File: src/rtl/cpu_defs.sv
// ============================================================================
// Module      : cpu_defs (package)
// Description : Shared register-file constants for the multicycle MIPS datapath.
// Revision    : 1.0 - initial release
// ============================================================================
`default_nettype none

package cpu_defs;

    localparam int          NUM_REGS     = 32;
    localparam int          ADDR_W       = 5;
    localparam int          DEF_DATA_W   = 32;
    localparam logic [31:0] DEF_SP_RESET = 32'd227;

    // Write-address constants shared with mux_wreg.
    localparam logic [ADDR_W-1:0] REG_ZERO = 5'd0;
    localparam logic [ADDR_W-1:0] REG_SP   = 5'd29;
    localparam logic [ADDR_W-1:0] REG_RA   = 5'd31;

endpackage

`default_nettype wire

File: src/rtl/reg_read_port.sv
// ============================================================================
// Module      : reg_read_port
// Description : One combinational register-file read path with r0 forcing
//               and an optional same-cycle write bypass.
// Revision    : 1.0 - initial release
// ============================================================================
`default_nettype none

module reg_read_port
    import cpu_defs::*;
#(
    parameter int DATA_W = DEF_DATA_W,
    parameter bit BYPASS = 1'b1
)
(
    input  logic [NUM_REGS-1:0][DATA_W-1:0] regs,
    input  logic [ADDR_W-1:0]               rd_addr,
    input  logic                            byp_en,
    input  logic [ADDR_W-1:0]               byp_addr,
    input  logic [DATA_W-1:0]               byp_data,
    output logic [DATA_W-1:0]               rd_data
);

    logic w_hit;

    always_comb begin
        w_hit = BYPASS && byp_en && (byp_addr != REG_ZERO) && (byp_addr == rd_addr);
        if (rd_addr == REG_ZERO) begin
            rd_data = '0;
        end else if (w_hit) begin
            rd_data = byp_data;
        end else begin
            rd_data = regs[rd_addr];
        end
    end

endmodule

`default_nettype wire

File: src/rtl/reg_bank.sv
// ============================================================================
// Module      : reg_bank
// Description : 32 x DATA_W register file, two operand read ports, one
//               synchronous write port and an unbypassed debug read port.
// Revision    : 1.0 - initial release
// ============================================================================
`default_nettype none

module reg_bank
    import cpu_defs::*;
#(
    parameter int                DATA_W   = DEF_DATA_W,
    parameter logic [DATA_W-1:0] SP_RESET = DATA_W'(DEF_SP_RESET),
    parameter bit                BYPASS   = 1'b1
)
(
    input  logic              clk,
    input  logic              reset,
    input  logic              reg_write,
    input  logic [4:0]        read_reg1,
    input  logic [4:0]        read_reg2,
    input  logic [4:0]        write_reg,
    input  logic [DATA_W-1:0] write_data,
    input  logic [4:0]        dbg_sel,
    output logic [DATA_W-1:0] read_data1,
    output logic [DATA_W-1:0] read_data2,
    output logic [DATA_W-1:0] dbg_data,
    output logic [15:0]       wr_count
);

    logic [NUM_REGS-1:0][DATA_W-1:0] regs_q;
    logic [NUM_REGS-1:0][DATA_W-1:0] regs_d;
    logic [15:0]                     wr_count_q;
    logic [15:0]                     wr_count_d;
    logic                            w_commit;
    logic                            w_byp_en;

    // Writes to r0 are dropped so the stored r0 never leaves zero.
    assign w_commit = reg_write && (write_reg != REG_ZERO);
    assign w_byp_en = reg_write && !reset;

    always_comb begin
        regs_d     = regs_q;
        wr_count_d = wr_count_q;
        if (w_commit) begin
            regs_d[write_reg] = write_data;
            wr_count_d        = wr_count_q + 16'd1;
        end
    end

    always_ff @(posedge clk or posedge reset) begin
        if (reset) begin
            regs_q         <= '0;
            regs_q[REG_SP] <= SP_RESET;
            wr_count_q     <= '0;
        end else begin
            regs_q     <= regs_d;
            wr_count_q <= wr_count_d;
        end
    end

    assign wr_count = wr_count_q;

    reg_read_port #(.DATA_W(DATA_W), .BYPASS(BYPASS)) u_port1 (
        .regs     (regs_q),
        .rd_addr  (read_reg1),
        .byp_en   (w_byp_en),
        .byp_addr (write_reg),
        .byp_data (write_data),
        .rd_data  (read_data1)
    );

    reg_read_port #(.DATA_W(DATA_W), .BYPASS(BYPASS)) u_port2 (
        .regs     (regs_q),
        .rd_addr  (read_reg2),
        .byp_en   (w_byp_en),
        .byp_addr (write_reg),
        .byp_data (write_data),
        .rd_data  (read_data2)
    );

    reg_read_port #(.DATA_W(DATA_W), .BYPASS(1'b0)) u_port_dbg (
        .regs     (regs_q),
        .rd_addr  (dbg_sel),
        .byp_en   (1'b0),
        .byp_addr (write_reg),
        .byp_data (write_data),
        .rd_data  (dbg_data)
    );

endmodule

`default_nettype wire

File: config.mk
export PLATFORM = sky130hd
export DESIGN_NAME = reg_bank
export DESIGN_NICKNAME = d
export VERILOG_FILES = /design/src/rtl/cpu_defs.sv /design/src/rtl/reg_read_port.sv /design/src/rtl/reg_bank.sv
export SDC_FILE = /design/constraint.sdc
export NUM_CORES = 2
export LEC_CHECK = 0
export CAP_MARGIN = 15
export CORE_AREA = 4 4 385 387
export DETAILED_ROUTE_END_ITERATION = 16
export DIE_AREA = 0 0 389 391
export GPL_ROUTABILITY_DRIVEN = 0
export HOLD_SLACK_MARGIN = 0.03
export PLACE_DENSITY = 0.66
export SYNTH_ARGS = -nofsm -noshare
export SYNTH_HDL_FRONTEND = slang
export SYNTH_SLANG_ARGS = --single-unit
File: constraint.sdc
create_clock -name clk -period 98.4 [get_ports clk]
set_clock_uncertainty 0.1 [all_clocks]
set_input_delay 19.68 -clock clk [delete_from_list [all_inputs] [get_ports clk]]
set_output_delay 19.68 -clock clk [all_outputs]
set_load 0.02 [all_outputs]
==> results.yml <==
clocking:
  cts_buffer_depth: 3
  tritoncts: "done"
  htree_num_levels: 3
  clk_latency_ns: 0.75
  cts-buffers-inserted: 113
  hold_buffers: 0
  postCtsSetupRepairBufs: 0
  clock-sinks: 1040
  ctsRootBufferMaster: "clkbuf_16"
  cts.clk_slew.worst_paths_ns: 0.06
  cts_resized: 0
sta:
  final_hold_viol_count: 0
  worst_pin_slew_ns: 1.333
  rsz0062_at_grt: "false"
  drv_slew: 0
  finalSetupTns_ns: 0
  timing.slew.headroom_pct: 10.94
  setup_viol: 0
  timing.final.crit_share_pct: 45.07
  fin_crit_ns: 44.35
  max_freq_mhz: 22.55
floorplan:
  num_rows: 140
  die_area_sq_mm: 0.1521
  pin_count: 167
  fp.coreArea_sq_mm: 0.1449
  fp.dieH_microns: 391
  die_w_microns: 389
  initial_core_util_pct: 44.73
placed_design:
  dp.cells: 6121
  dpl_cell_area_sq_mm: 0.06720
  place.detailed.hpwl_microns: 130200
  numPortBuffers: 166
synthesis:
  synth-async-reset-ratio_pct: 100.0
  synthCells: 4444
  yosys.cell_types.count: 69
  synth_area_sq_mm: 0.06479
  synth_edf_count: 0
  ys_ff_latch: 1040
  ys_seq_area_share_pct: 40.17
  synth.avg_cell_area_sq_um: 14.58
  synthesis.nets: 4500
  ys.flop_type: "dfrtp_1"
  ys.warnings.count: 0
route:
  drt-vias-per-instance: 7.081
  dr.pass1.iters: 8
  dr_wl_met2_microns: 102300
  wl_met3_microns: 26730
  routed.top_layer: "met5"
  m1WireLength_microns: 88690
  drt_iter0_drc: 5711
  vias: 44920
  remaining_drc_errors: 0
  drtAntennaViolNets: 0
  drt_wl_total_microns: 231300
  wl_per_cell_microns: 36.47
grt:
  antenna_found_initial: 11
  track_usage_pct: 30.16
  grt_pass1_wl_microns: 332200
  grt_max_degree: 149
  overflow: 0
  first_global_vias: 44665
outcome:
  status: "completed"
run:
  cap_violations: 0
min_path:
  min_path_type: "reg2reg"
setup_path:
  cp_data_arrival_time_ns: 24.57
  critPathMaxFanout: 69
  setup.worst_path.start_class: "primary input"
  critPathCaptureType: "primary output"
  worstPathRequired_ns: 78.62
  criticalPathCategory: "in2out"
cells_and_area:
  syn_to_final_growth_pct: 10.11
  instances_no_fill: 6344
  drive_above_1_share_pct: 49.25
  final_util_pct: 49.25
  final_area_sq_mm: 0.07135
  nets: 4380
power_and_ir_drop:
  p_leak_nw: 29.69
  power_w: 0.001413
  ir_drop_mv: 0.01464
  power.density_mw_per_mm2: 19.80
cells in the mapped netlist (all sizes together), types with 6 or more instances:
master   number  share of area (%)
a2111oi      11               0.18
a211oi       54               0.63
a21oi        53               0.41
a221o        18               0.28
a221oi       65               0.96
a22oi        25               0.29
a31oi        23               0.22
buf         308                3.2
clkbuf      220                1.3
dfrtp      1035                 40
inv          39               0.23
mux2       1060                 18
mux2i       229                3.5
mux4        727                 25
nand2       103               0.60
nand2b       25               0.24
nand3        10              0.077
nand3b        6              0.070
nor2        105               0.61
nor2b        20               0.19
nor3         28               0.22
nor3b         9               0.10
nor4          7              0.077
o211ai       13               0.15
o21ai        74               0.58
o221ai       21               0.28
o22a         13               0.18
o22ai        45               0.43
or2          11               0.11
or3           7              0.068
xnor2        20               0.27
worst max-delay path: stages:
cell and delay [ns]:
buf_8 0.48, buf_4 0.73, buf_4 0.67, buf_4 0.80, mux4_2 0.60, mux2i_1 0.16
a211oi_1 0.10, a211oi_1 0.48, nor3_1 0.16, clkdlybuf4s50_1 0.57
through the flow:
stage / hold slack (ns) / setup WS (ns)
global placement: 0.2952 / 53.59
global route: 0.3286 / 53.67
finish: 0.3138 / 54.05
detailed placement: 0.3037 / 53.60
floorplan: 0.3580 / 31.25
CTS: 0.3174 / 53.59
metal layers:
metal | up-vias | global-route usage [%]
li1 | 17349 | -
met1 | 24004 | 40.02
met2 | 2923 | 44.51
met3 | 640 | 9.500
met4 | 4 | 16.00
met5 | - | 0
layout by cell type, fill, tap and decap left out, types with 28 or more instances in the layout:
master and n:
inv_1 36, mux2_2 1037, a21oi_1 53, a211oi_1 54
clkbuf_16 116, mux4_2 727, o21ai_1 32, o22ai_1 45
buf_4 124, dfrtp_1 1035, mux2i_1 229, nor3_1 28
a221oi_1 57, nor2_1 90, clkbuf_8 31, clkdlybuf4s50_1 152
nand2_1 88, o21ai_0 41
power by group:
| part | leakage (nW) | switching (W) | internal, W | total, W |
|---|---|---|---|---|
| logic | 14.4 | 0.000150 | 0.000209 | 0.000359 |
| registers | 13.3 | 0.0000798 | 0.000509 | 0.000589 |
| clock network | 2.00 | 0.000189 | 0.000275 | 0.000464 |
sequential cells by signal, summed over array words and instances (netlist names):
signal	count
regs_q	1024
wr_count	16
kinds of logic after synthesis:
kind of cell             after synthesis  synth area share, %
XOR/XNOR                              25               0.3379
multiplexers                        2016                47.23
buffers and inverters                568                4.710
AND/OR/NAND/NOR                      351                2.580
AO/OA/AOI/OAI                        443                4.949
flip-flops                          1040                40.17
adder cells (fa/ha/maj)                1              0.01931
area by class of cell:
cell class,count,area [sq um]
Fill cell,12248,73520
Multi-Input combinational cell,2836,35990
Sequential cell,1040,26030
Clock buffer,160,3347
Timing Repair Buffer,293,2716
Tap cell,1917,2399
Clock inverter,49,680.7
Inverter,40,157.7
Antenna cell,9,22.52
final timing paths:
path / from / end / slack, ns / cells after the start
max reg2reg: wr_count[4] / wr_count[15] / 96.77 / 5
min: regs_q[31] / regs_q[31] / 0.31 / 0
max: read_reg2[0] / read_data2[17] / 54.05 / 10
min in group asynchronous: reset / wr_count[4] / 19.68 / 2
max in group asynchronous: reset / regs_q[357] / 73.70 / 7
min reg2reg: regs_q[31] / regs_q[31] / 0.31 / 0
(Power assumes the default switching activity.)
